### config.mk
export PLATFORM = sky130hd
export DESIGN_NAME = mem_port_arbiter
export DESIGN_NICKNAME = d
export VERILOG_FILES = /design/src/rtl/mem_port_arbiter.sv
export SDC_FILE = /design/constraint.sdc
export NUM_CORES = 1
export LEC_CHECK = 0
export ABC_AREA = 1
export CAP_MARGIN = 20
export CORE_MARGIN = 10
export CORE_UTILIZATION = 27
export CTS_CLUSTER_SIZE = 40
export DETAILED_ROUTE_END_ITERATION = 10
export PLACE_DENSITY_LB_ADDON = 0.1
export SYNTH_ARGS = -nofsm -noshare
export SYNTH_HDL_FRONTEND = slang
export SYNTH_SLANG_ARGS = --single-unit
### constraint.sdc
create_clock -name clk -period 1.9 [get_ports clk]
set_clock_uncertainty 0.2 [all_clocks]
set_input_delay 0.38 -clock clk [delete_from_list [all_inputs] [get_ports clk]]
set_output_delay 0.38 -clock clk [all_outputs]
set_load 0.01 [all_outputs]
### src/rtl/mem_port_arbiter.sv
// Two-requester arbiter/sequencer for memory port B: round-robin on ties,
// ROM-write rejection, BUSY timeout, and per-requester registered responses.
module mem_port_arbiter #(
  parameter logic [31:0] ROM_UPPER_ADDR = 32'h7fff_ffff,
  parameter int unsigned TIMEOUT_CYCLES = 1023
) (
  input  logic        clk,
  input  logic        rst_n,
  input  logic        req0_isRequest,
  input  logic [3:0]  req0_we,
  input  logic [31:0] req0_addr,
  input  logic [31:0] req0_din,
  output logic [31:0] req0_dout,
  output logic        req0_requestDone,
  output logic        req0_error,
  input  logic        req1_isRequest,
  input  logic [3:0]  req1_we,
  input  logic [31:0] req1_addr,
  input  logic [31:0] req1_din,
  output logic [31:0] req1_dout,
  output logic        req1_requestDone,
  output logic        req1_error,
  output logic        mem_isRequestB,
  output logic [3:0]  mem_weB,
  output logic [31:0] mem_addrB,
  output logic [31:0] mem_dinB,
  input  logic [31:0] mem_doutB,
  input  logic        mem_requestDoneB
);

  localparam bit          LP_TO_EN   = (TIMEOUT_CYCLES != 0);
  localparam logic [15:0] LP_TO_LAST = 16'(TIMEOUT_CYCLES - 1);

  typedef enum logic [1:0] {IDLE = 2'd0, BUSY = 2'd1, RESP = 2'd2} state_t;

  state_t      r_state;
  logic        r_last;
  logic        r_owner;
  logic [15:0] r_cnt;
  logic [3:0]  r_we;
  logic [31:0] r_addr;
  logic [31:0] r_din;
  logic        r_mem_req;
  logic [1:0]  r_done;
  logic [1:0]  r_err;
  logic [31:0] r_dout [2];

  logic        w_elig0;
  logic        w_elig1;
  logic        w_grant;
  logic [3:0]  w_sel_we;
  logic [31:0] w_sel_addr;
  logic [31:0] w_sel_din;
  logic        w_rom_wr;

  // A requester whose done pulse is on the bus this cycle is not re-granted on a stale request.
  assign w_elig0    = req0_isRequest & ~r_done[0];
  assign w_elig1    = req1_isRequest & ~r_done[1];
  assign w_grant    = (w_elig0 & w_elig1) ? ~r_last : w_elig1;
  assign w_sel_we   = w_grant ? req1_we   : req0_we;
  assign w_sel_addr = w_grant ? req1_addr : req0_addr;
  assign w_sel_din  = w_grant ? req1_din  : req0_din;
  assign w_rom_wr   = (w_sel_we != 4'b0000) && (w_sel_addr <= ROM_UPPER_ADDR);

  always_ff @(posedge clk or negedge rst_n) begin
    if (!rst_n) begin
      r_state   <= IDLE;
      r_last    <= 1'b1;
      r_owner   <= 1'b0;
      r_cnt     <= '0;
      r_we      <= '0;
      r_addr    <= '0;
      r_din     <= '0;
      r_mem_req <= 1'b0;
      r_done    <= '0;
      r_err     <= '0;
      r_dout[0] <= '0;
      r_dout[1] <= '0;
    end else begin
      r_done    <= '0;
      r_err     <= '0;
      r_dout[0] <= '0;
      r_dout[1] <= '0;
      case (r_state)
        IDLE: begin
          if (w_elig0 | w_elig1) begin
            r_owner <= w_grant;
            r_we    <= w_sel_we;
            r_addr  <= w_sel_addr;
            r_din   <= w_sel_din;
            if (w_rom_wr) begin
              r_state         <= RESP;
              r_done[w_grant] <= 1'b1;
              r_err[w_grant]  <= 1'b1;
            end else begin
              r_state   <= BUSY;
              r_mem_req <= 1'b1;
            end
          end
        end
        BUSY: begin
          r_cnt <= r_cnt + 16'd1;
          // Completion outranks a timeout landing in the same cycle.
          if (mem_requestDoneB) begin
            r_state         <= RESP;
            r_mem_req       <= 1'b0;
            r_done[r_owner] <= 1'b1;
            r_dout[r_owner] <= mem_doutB;
          end else if (LP_TO_EN && (r_cnt == LP_TO_LAST)) begin
            r_state         <= RESP;
            r_mem_req       <= 1'b0;
            r_done[r_owner] <= 1'b1;
            r_err[r_owner]  <= 1'b1;
          end
        end
        RESP: begin
          r_last  <= r_owner;
          r_cnt   <= '0;
          r_state <= IDLE;
        end
        default: r_state <= IDLE;
      endcase
    end
  end

  assign req0_requestDone = r_done[0];
  assign req0_error       = r_err[0];
  assign req0_dout        = r_dout[0];
  assign req1_requestDone = r_done[1];
  assign req1_error       = r_err[1];
  assign req1_dout        = r_dout[1];
  assign mem_isRequestB   = r_mem_req;
  assign mem_weB          = r_we;
  assign mem_addrB        = r_addr;
  assign mem_dinB         = r_din;

endmodule
== Word level (Yosys, flattened, before mapping) ==
Index checks and enable logic that the tools add are counted.
Word-level totals
  register bits: 157
  input port bits: 173
  logic and storage cells: 76
Operators by class
  add/sub/neg operators: 1
  $lt $le $gt $ge: 7
  equality and inequality tests: 6
  mux-type cells: 30
  bitwise logic cells: 9
  reduce and logical (&&, ||, !) cells: 11
Operator list (count)
  $mux W64: 2
  $mux W32: 3
  $and A64 B64 Y64: 1
  $demux W32 S1: 1
  $le A32 B31 Y1 const B: 1
  $pmux W16 S2: 1
  $mux W2: 9
  $add A16 B1 Y16 const B: 1
  $eq A16 B10 Y1 const B: 1
  $pmux W2 S2: 3
  $mux W1: 7
  $logic_and A1 B1 Y1: 4
  $lt A1 B2 Y1 const B: 2
  $mux W4: 1
  $ne A2 B2 Y1 const B: 2
  $reduce_and A2 Y1: 2
  $reduce_and A4 Y1: 1
  $reduce_bool A2 Y1: 2
  $reduce_bool A4 Y1: 1
  $and A1 B1 Y1: 3
  $ne A3 B3 Y1 const B: 1
  $not A1 Y1: 3
  $demux W1 S1: 2
  $eq A2 B1 Y1 const B: 1
  other kinds (8): 9

== Depth between registers and ports, before layout ==
Gate-level depths: netlist of run 1.
  word-level depth: 11
  depth in mapped cells: 11

== Worst setup path after synthesis of run 1 ==
No wires, ideal clock.
  path kind: flip-flop to flip-flop
  start point: register r_state[1]
  end point: register r_cnt[11]
  library setup time: 123 ps
  arrival time: 1519 ps
  data required time: 1577 ps
  slack: 58 ps
  cell stages (with the launch flop): 10
  path through: dfrtp_1 > inv_1 > ha_1 > nand2_2 > nor3b_4 > nand2_2 > nor2_2 > nand2_1 > o21ai_1 > a21oi_1
On the way
  word-level cells in the longest chain between the ends: 2
  elaborated cells between the ends (all ways): 4
  those cells by class: eq/ne (2); mux (1); reduce/logical (1)
RTL lines
  from (decl): line 36  | state_t r_state;
  from (signal assigned): line 67  | r_state <= IDLE;
  from (signal assigned): line 92  | r_state <= RESP;
  from (signal assigned): line 96  | r_state <= BUSY;
  $eq A2 B2 Y1 or $eq A2 B1 Y1 (tied branches): line 84  | case (r_state)
  $pmux W16 S2 or $reduce_bool A2 Y1 (tied branches)
  to (signal assigned): line 102  | r_cnt <= r_cnt + 16'd1;
  to (decl): line 39  | logic [15:0] r_cnt;
Parallel ways exist; a longest one is shown, timed or not.
A chain may end at the register's enable or synchronous reset.

== Final worst setup path of run 1 ==
  start point: register r_state[0]
  end point: register r_cnt[11]
Same word-level chain as after synthesis.

==> results of run 1 <==
==> per-stage QoR <==
stage               TNS (ns)  instance area, sq um
finish                     0                 11000
global route         -0.0606                 11000
CTS                        0                 10900
detailed placement    -23.40                 10400
global placement      -22.03                 10400
floorplan                  0                  6560
==> power by group through the flow <==
stage	combinational, uW	sequential, uW	clock, uW
floorplan	2610	5220	0
global placement	6740	4840	0
detailed placement	6750	4850	0
CTS	6240	4760	3730
global route	6750	4870	3890
finish	6130	4760	3630
==> cell type report <==
class                   count  share of cell area [%]
clock buffers              17                    3.87
diodes                      1                  0.0227
flip-flops and latches    157                    35.7
inverters                  59                    2.01
well taps                 319                    3.63
repair buffers            367                    32.4
clock inverters            15                    1.74
multi-input cells         461                    20.6
==> cells by family (layout without fill, tap and decap cells) <==
kind of cell,after synthesis,count (layout)
AND/OR/NAND/NOR,418,418
flip-flops,157,157
buffers and inverters,100,458
AO/OA/AOI/OAI,38,38
adder cells (fa/ha/maj),5,5
other,0,1
==> sequential cells by signal (all words and copies together) (netlist names) <==
| name | cells |
|---|---|
| mem_addrB | 32 |
| mem_dinB | 32 |
| mem_isRequestB | 1 |
| mem_weB | 4 |
| r_cnt | 16 |
| r_done | 2 |
| r_err | 2 |
| r_last | 1 |
| r_owner | 1 |
| r_state | 2 |
| req0_dout | 32 |
| req1_dout | 32 |
==> worst paths after layout <==
path | startpoint | end | slack (ns) | depth (start not counted)
min in group clk | mem_isRequestB | mem_isRequestB | 0.28 | 2
worst max register to register | r_state[0] | r_cnt[11] | 0.06 | 9
worst max-delay path | r_state[0] | r_cnt[11] | 0.06 | 9
max in group asynchronous | rst_n | req0_dout[27] | 0.69 | 3
worst min register to register | mem_isRequestB | mem_isRequestB | 0.28 | 2
worst min-delay path | rst_n | mem_addrB[0] | 0.19 | 2
==> critical path: stages, from the launching register on <==
cell	delay (ns)
dfrtp_1	0.36
inv_2	0.06
ha_4	0.30
nand2_4	0.06
nor3b_4	0.22
nand2_2	0.11
nor2_4	0.14
nand2_2	0.09
o21ai_2	0.15
a21oi_1	0.05
==> timing repair <==
action | in CTS | in global routing
gates resized for setup | 127 | 28
pin swaps | 0 | 7
endpoints found under the hold margin | 156 | 0
gates cloned | 0 | 0
setup endpoints to repair | 129 | 23
setup buffers | 0 | 1
hold buffers | 1 | 0
==> metal layers <==
layer | vias to the layer above | routed length (um) | GRT usage (%)
met5 | - | 35 | 0
met4 | 4 | 282 | 4.10
met3 | 24 | 2570 | 7.57
met2 | 214 | 11700 | 24.9
met1 | 2904 | 10800 | 19.3
li1 | 3049 | - | -
==> cells in the final DEF (no fill, tap or decap), drive strengths merged, types with 5 or more instances in the layout <==
cell type	count
dlygate4sd2	126
a21oi	12
nor2	24
nand2	176
clkbuf	17
ha	5
inv	69
clkdlybuf4s50	171
a31oi	5
nand4	5
nor3	69
dfrtp	156
nand3	142
dlymetal6s2s	11
buf	58
o21ai	15
==> impl_metrics.yaml, run 1 <==
placed_design:
  dpl.hpwl_um: 18900
  io_buffers: 309
  dpl.cell_count: 1361
  pre_cts_ws_ns: -0.407
  gp_congestion: 0.777
clock_network:
  clock_sinks: 157
  numCtsBuffers: 17
  cts-htree-levels: 4
  cts_buffer_depth: 2
  cts_tree: "yes"
  clock_latency_ns: 0.42
  clk_pin_slew_worst_paths_ns: 0.08
  root_buffer: "clkbuf_16"
timing:
  drv_slew: 0
  tightestPinTransition_ns: 0.399
  finalSetupViolCount: 0
  hold_violations: 0
  holdWs_ns: 0.188
  fin_crit_sh_pct: 96.9
  finalWorstSetupSlack_ns: 0.0587
  fmax_mhz: 543
  period_needed_ns: 1.84
  relSlewSlack_pct: 73.4
  rsz0062_at_grt: "true"
cells_and_area:
  stdcell_count: 1396
  drive_gt1_share_pct: 11.9
  multi_input_area_sq_um: 2270
  syn2layout_area_growth_pct: 67.6
  final_util_pct: 46.4
  nets: 1241
  regArea_sq_um: 3930
  final.fill_count: 2379
setup_path:
  critPathLaunchType: "flip-flop"
  cp.arrival_ns: 1.94
  cp.required_ns: 2.00
  crit_type: "reg2reg"
  critical_path.endpoint_type: "flip-flop"
  cp_max_fo: 4
floorplanning:
  core_area_sq_um: 23700
  dieArea_sq_um: 30900
  die_w_um: 176
  die_h_um: 176
  core.rowCount: 56
  start_util_pct: 27.7
  ios: 310
power_and_ir_drop:
  power_density_nw_per_um2: 1320
  power_frac_seq_pct: 32.8
  p_int_uw: 8990
  net-switching-power_uw: 5520
  ir_drop_mv: 0.638
  p_sw_share_pct: 38.1
  totalPowerFinal_uw: 14500
  combPwrFrac_pct: 42.2
  clock_power_share_pct: 25.0
  leakagePower_uw: 0.00563
routing:
  drt_iter0_drc: 283
  drt-total-wl_um: 25300
  ant_nets: 0
  vias: 6195
  wire_per_inst_um: 18.1
  avgViaCountPerCell: 4.44
  drt_pass1_iterations: 4
  drc: 0
logic_synthesis:
  synth-xor-area-share_pct: 0
  synth_seq_cells: 157
  synthAdderAreaFrac_pct: 0.953
  yosys.area.top_type_share_pct: 59.5
  synthMostInstantiatedCell: "nand2_1"
  yosys.area_share.simple_pct: 29.1
  yosys-top-cells-area: "dfrtp_1, nand3_1, nand2_1"
  yosysTopAreaCell: "dfrtp_1"
  synth_mux_area_share_pct: 0
  synth-compound-area-share_pct: 3.36
  ys_seq_area_share_pct: 59.9
  synth_cells: 718
  synthTopCellsByCount: "nand2_1, dfrtp_1, nand3_1"
  synth_top_family_by_area: "simple AND/OR/NAND/NOR gates"
  ys_warn_count: 0
  netlist-cell-type-count: 30
  avgSynthCellArea_sq_um: 9.14
  async_reset_ff_share_pct: 100
  syn_area_sq_um: 6560
  ys.flop_type: "dfrtp_1"
  synth_edf_count: 0
  syn_nets: 896
global_routing:
  antenna_found_initial: 3
  grt_pass1_vias: 6279
  grt_max_degree: 60
  track_usage_pct: 15.9
  grt.overflow.total: 0
  grt_pass1_wl_um: 38200
job:
  drv_cap: 0
worst_hold_path:
  hold_path_class: "in2async"
outcome:
  status: "finished, final reports clean"
Power figures use the tool's default switching activity.
==> inputs of run 2 (changes only) <==
==> constraint.sdc (replaced) <==
create_clock -name clk -period 2.1 [get_ports clk]
set_clock_uncertainty 0.2 [all_clocks]
set_input_delay 0.42 -clock clk [delete_from_list [all_inputs] [get_ports clk]]
set_output_delay 0.42 -clock clk [all_outputs]
set_load 0.01 [all_outputs]
==> run 2 against run 1 <==
  * Utilization is 0.51 points lower
  * Worst hold slack gained 0.081 ns
  * Global-route usage rose by 0.31 points
  * Largest cell class unchanged
  * Largest power group unchanged
==> impl_metrics.yaml, run 2 (synthesis results as in run 1) <==
outcome:
  status: "finished, final reports clean"
timing:
  rsz0062_at_grt: "false"
  relSlewSlack_pct: 71.4
  period_needed_ns: 2.03
  tightestPinTransition_ns: 0.429
  fin_crit_sh_pct: 96.9
  hold_violations: 0
  fmax_mhz: 492
  setup_tns_ns: 0
  finalSetupViolCount: 0
  drv_slew: 0
clock_network:
  clk_pin_slew_worst_paths_ns: 0.08
  clock_latency_ns: 0.42
  clock_sinks: 157
  post_cts_buffers: 0
  root_buffer: "clkbuf_16"
  cts_tree: "yes"
  numCtsBuffers: 17
  cts_buffer_depth: 2
  cts-htree-levels: 4
routing:
  wire_per_inst_um: 18.6
  drc: 0
  ant_nets: 0
  drt_iter0_drc: 478
  drt_pass1_iterations: 4
  drt-total-wl_um: 25500
  avgViaCountPerCell: 4.48
  vias: 6158
setup_path:
  crit_family: "buffers and inverters"
  cpPeakStageDelay_ns: 0.57
  critPathLaunchType: "flip-flop"
  cp.required_ns: 1.48
  crit_type: "reg2out"
  cp_max_fo: 2
  critPathBufInv: 1
  critical_path.endpoint_type: "output port"
  cp.arrival_ns: 1.41
  r2r-start: "r_state[1]"
  cp-startpoint: "mem_addrB[12]"
  r2r_slack_ns: 0.18
  slowest_stage: "clkdlybuf4s50_1"
  cp_cell_sequence: "clkdlybuf4s50_1"
power_and_ir_drop:
  p_sw_share_pct: 37.6
  power_density_nw_per_um2: 1220
  combPwrFrac_pct: 43.9
  leakagePower_uw: 0.00487
  p_int_uw: 8280
  totalPowerFinal_uw: 13300
  power_frac_seq_pct: 32.7
  ir_drop_mv: 0.507
  clock_power_share_pct: 23.4
  net-switching-power_uw: 5000
cells_and_area:
  final.fill_count: 2353
  final_common_cell: "clkdlybuf4s50_1"
  drive_gt1_share_pct: 8.73
  final_util_pct: 45.9
  syn2layout_area_growth_pct: 65.8
  final_cell_mix: "clkdlybuf4s50_1, nand2_1, dfrtp_1, nand3_1, nor3_1"
  nets: 1219
global_routing:
  grt_max_degree: 53
  grt.overflow.total: 0
  antenna_found_initial: 2
  grt_pass1_wl_um: 39100
  track_usage_pct: 16.2
  grt_pass1_vias: 6324
floorplanning:
  die_h_um: 176
  start_util_pct: 27.7
  dieArea_sq_um: 30900
  core_area_sq_um: 23700
  die_w_um: 176
  core.rowCount: 56
  ios: 310
placed_design:
  gp_congestion: 0.783
  dpl.hpwl_um: 19200
  io_buffers: 309
job:
  drv_cap: 0
worst_hold_path:
  hold_path_class: "in2async"
[run 2: cell types whose count changed in the layout (fill, tap and decap cells not counted), sizes merged]
| cell | before | now |
|---|---|---|
| clkdlybuf4s50 | 171 | 307 |
| dlygate4sd2 | 126 | 1 |
| buf | 58 | 36 |
| dlymetal6s2s | 11 | 0 |
| bufinv | 2 | 0 |
| clkinv | 1 | 3 |
| clkinvlp | 2 | 3 |
| inv | 69 | 68 |
[run 2: area by class of cell]
cell class / instances / area (sq um) / share of cell area [%]
clock inverters: 15 / 163 / 1.49
inverters: 59 / 221 / 2.04
repair buffers: 345 / 3530 / 32.4
clock buffers: 17 / 425 / 3.91
diodes: 1 / 2.50 / 0.0230
multi-input cells: 461 / 2210 / 20.3
well taps: 319 / 399 / 3.67
flip-flops and latches: 157 / 3930 / 36.1
[run 2: repair_timing]
| action | in CTS | in global routing |
|---|---|---|
| pin swaps | 0 | 1 |
| hold buffers | 1 | 0 |
| resized for setup | 1 | 1 |
| setup endpoints to repair | 1 | 2 |
| hold endpoints to repair | 31 | 0 |
[run 2: power by group through the flow]
| stage | combinational [uW] | sequential, uW | clock [uW] |
|---|---|---|---|
| 6_report | 5830 | 4340 | 3110 |
| 5_1_grt | 6410 | 4450 | 3340 |
| 4_1_cts | 5960 | 4350 | 3220 |
| 3_5_place_dp | 5950 | 4400 | 0 |
| 3_3_place_gp | 5940 | 4380 | 0 |
| 2_1_floorplan | 2360 | 4720 | 0 |
[run 2: worst paths after layout]
path / endpoint / depth (start not counted)
max: mem_addrB[12] / 1
min: mem_dinB[22] / 2
max reg2reg: r_cnt[11] / 9
min reg2reg: mem_isRequestB / 2
max in group asynchronous: req1_dout[6] / 3
min in group clk: mem_isRequestB / 2
[run 2: metrics by stage]
stage | setup slack (ns) | hold WS, ns | instance area, sq um | cells
global placement | -0.110 | 0.172 | 10300 | 1340
global route | 0.00147 | 0.297 | 10900 | 1373
detailed placement | -0.199 | 0.177 | 10300 | 1340
finish | 0.0659 | 0.268 | 10900 | 1374
CTS | 0.0233 | 0.282 | 10900 | 1373
floorplan | 0.258 | -0.0756 | 6560 | 718
[run 2: metal layers]
layer	track usage, %	share of wire [%]
met1	19.2	41
met2	26.3	47
met3	7.21	11
met4	3.92	1.2
met5	0	0.14
==> inputs of run 3 (changes only) <==
==> constraint.sdc (replaced) <==
create_clock -name clk -period 2.1 [get_ports clk]
set_clock_uncertainty 0.2 [all_clocks]
set_input_delay 0.42 -clock clk [delete_from_list [all_inputs] [get_ports clk]]
set_output_delay 0.42 -clock clk [all_outputs]
set_load 0.02 [all_outputs]
==> run 3 against run 2 <==
  * Global-route usage is essentially flat
  * Die area unchanged
  * Setup slack got worse by 0.020 ns
  * Worst hold slack got worse by 0.00091 ns
  * Critical endpoint is now mem_addrB[31]
  * Largest power group unchanged
  * First-iteration DRC count rose by 8.8%
  * Utilization increased by 0.090 points
  * Combinational power rose by 9.6%
  * Cell count is the same
  * Critical path type unchanged
  * Clock power barely moved
  * Register-to-register slack about the same
==> impl_metrics.yaml, run 3 (synthesis results as in run 1) <==
outcome:
  status: "finished, final reports clean"
global_routing:
  grt_util_met1_pct: 19.2
  grtUsageMet3_pct: 7.21
  antenna_found_initial: 2
  busiest_layer: "met2"
  grt_max_degree: 53
  grt.overflow.total: 0
  grt_pass1_wl_um: 39100
  grt_pass1_vias: 6324
  track_usage_pct: 16.2
  grtUsageMet2_pct: 26.3
power_and_ir_drop:
  clock_power_share_pct: 22.4
  leakagePower_uw: 0.00500
  power_density_nw_per_um2: 1270
  power_frac_seq_pct: 31.4
  net-switching-power_uw: 5580
  p_sw_share_pct: 40.3
  ir_drop_mv: 0.506
  p_int_uw: 8250
  combPwrFrac_pct: 46.2
clock_network:
  cts_buffer_depth: 2
  cts_tree: "yes"
  clk_pin_slew_worst_paths_ns: 0.07
  clock_sinks: 157
  numCtsBuffers: 17
  clock_latency_ns: 0.42
  cts-htree-levels: 4
  root_buffer: "clkbuf_16"
timing:
  fmax_mhz: 487
  rsz0062_at_grt: "false"
  drv_slew: 0
  period_needed_ns: 2.05
  relSlewSlack_pct: 71.4
  hold_violations: 0
  fin_crit_sh_pct: 97.8
  finalWorstSetupSlack_ns: 0.0460
  tightestPinTransition_ns: 0.429
  finalSetupViolCount: 0
floorplanning:
  core.rowCount: 56
  ios: 310
  die_h_um: 176
  die_w_um: 176
  core_area_sq_um: 23700
  dieArea_sq_um: 30900
  start_util_pct: 27.7
routing:
  avgViaCountPerCell: 4.46
  drt_pass1_iterations: 4
  drc: 0
  ant_nets: 0
  drt-total-wl_um: 25600
  drt_iter0_drc: 520
  vias: 6134
  wire_per_inst_um: 18.6
placed_design:
  pre_cts_ws_ns: -0.199
  io_buffers: 309
  dpl-instance-area_sq_um: 10300
  dpl.hpwl_um: 19200
  gp_congestion: 0.783
setup_path:
  slowest_stage: "clkdlybuf4s50_1"
  crit_type: "reg2out"
  crit_family: "buffers and inverters"
  critPathBufInv: 1
  cp.arrival_ns: 1.43
  cp_max_fo: 2
  r2r_slack_ns: 0.18
  cp.required_ns: 1.48
  critPathLaunchType: "flip-flop"
  critical_path.endpoint_type: "output port"
  cp_cell_sequence: "clkdlybuf4s50_1"
  cpPeakStageDelay_ns: 0.66
cells_and_area:
  final.fill_count: 2349
  final_cell_mix: "clkdlybuf4s50_1, nand2_1, dfrtp_1, nand3_1, nor3_1"
  nets: 1219
  design_area_sq_um: 10900
  final_common_cell: "clkdlybuf4s50_1"
  syn2layout_area_growth_pct: 66.1
  drive_gt1_share_pct: 8.73
job:
  drv_cap: 0
worst_hold_path:
  hold_path_class: "in2async"
==> run 3: cell types whose count changed in the layout (fill, tap and decap cells not counted) <==
cell,previous run,this run
clkdlybuf4s50_1,307,294
dlygate4sd2_1,1,4
dlymetal6s2s_1,0,10
==> run 3: final cells by class <==
cell class | count | area [sq um] | area share, %
inverter | 59 | 221 | 2.03
tap | 319 | 399 | 3.66
clock inverter | 15 | 163 | 1.49
sequential | 157 | 3930 | 36.0
multi-input combinational | 461 | 2210 | 20.3
timing repair buffer | 345 | 3550 | 32.6
antenna | 1 | 2.50 | 0.0230
clock buffer | 17 | 425 | 3.90
==> run 3: metrics by stage <==
step,hold slack [ns],util [%],total power [uW],setup TNS [ns],std cells
final,0.267,46.0,13800,0,1374
after global routing,0.297,46.0,14700,0,1373
after CTS,0.282,45.9,14100,0,1373
after detailed placement,0.177,43.4,10900,-10.25,1340
after global placement,0.172,43.4,10900,-5.50,1340
after floorplan,-0.0756,-,7650,0,718
==> run 3: repair_timing <==
action / 4_1_cts / 5_1_grt
hold buffers: 1 / 0
pin swaps: 0 / 1
endpoints found under the setup margin: 4 / 12
resized for setup: 4 / 11
setup buffers: 0 / 0
endpoints found under the hold margin: 31 / 0
==> run 3: path summary, 6_finish.rpt <==
| check | from | to | cells after the start |
|---|---|---|---|
| setup / recovery | mem_addrB[31] | mem_addrB[31] | 1 |
| hold / removal | rst_n | mem_dinB[24] | 2 |
| setup reg to reg | r_state[1] | r_cnt[11] | 9 |
| hold reg to reg | mem_isRequestB | mem_isRequestB | 2 |
| max in group asynchronous | rst_n | req1_dout[6] | 3 |
| min in group clk | mem_isRequestB | mem_isRequestB | 2 |
==> run 3: power by group through the flow <==
| stage | Combinational [uW] | Sequential (uW) | Clock (uW) |
|---|---|---|---|
| 3_5_place_dp | 6540 | 4400 | 0 |
| 6_report | 6390 | 4340 | 3100 |
| 2_1_floorplan | 2360 | 5290 | 0 |
| 4_1_cts | 6530 | 4350 | 3220 |
| 3_3_place_gp | 6520 | 4380 | 0 |
| 5_1_grt | 6960 | 4440 | 3340 |
==> run 3: per-layer routing <==
metal  wire length (um)  vias up
met3               2560       21
met2              12100      224
met4                304        4
met1              10600     2872
li1                   -     3013
met5                 36        -
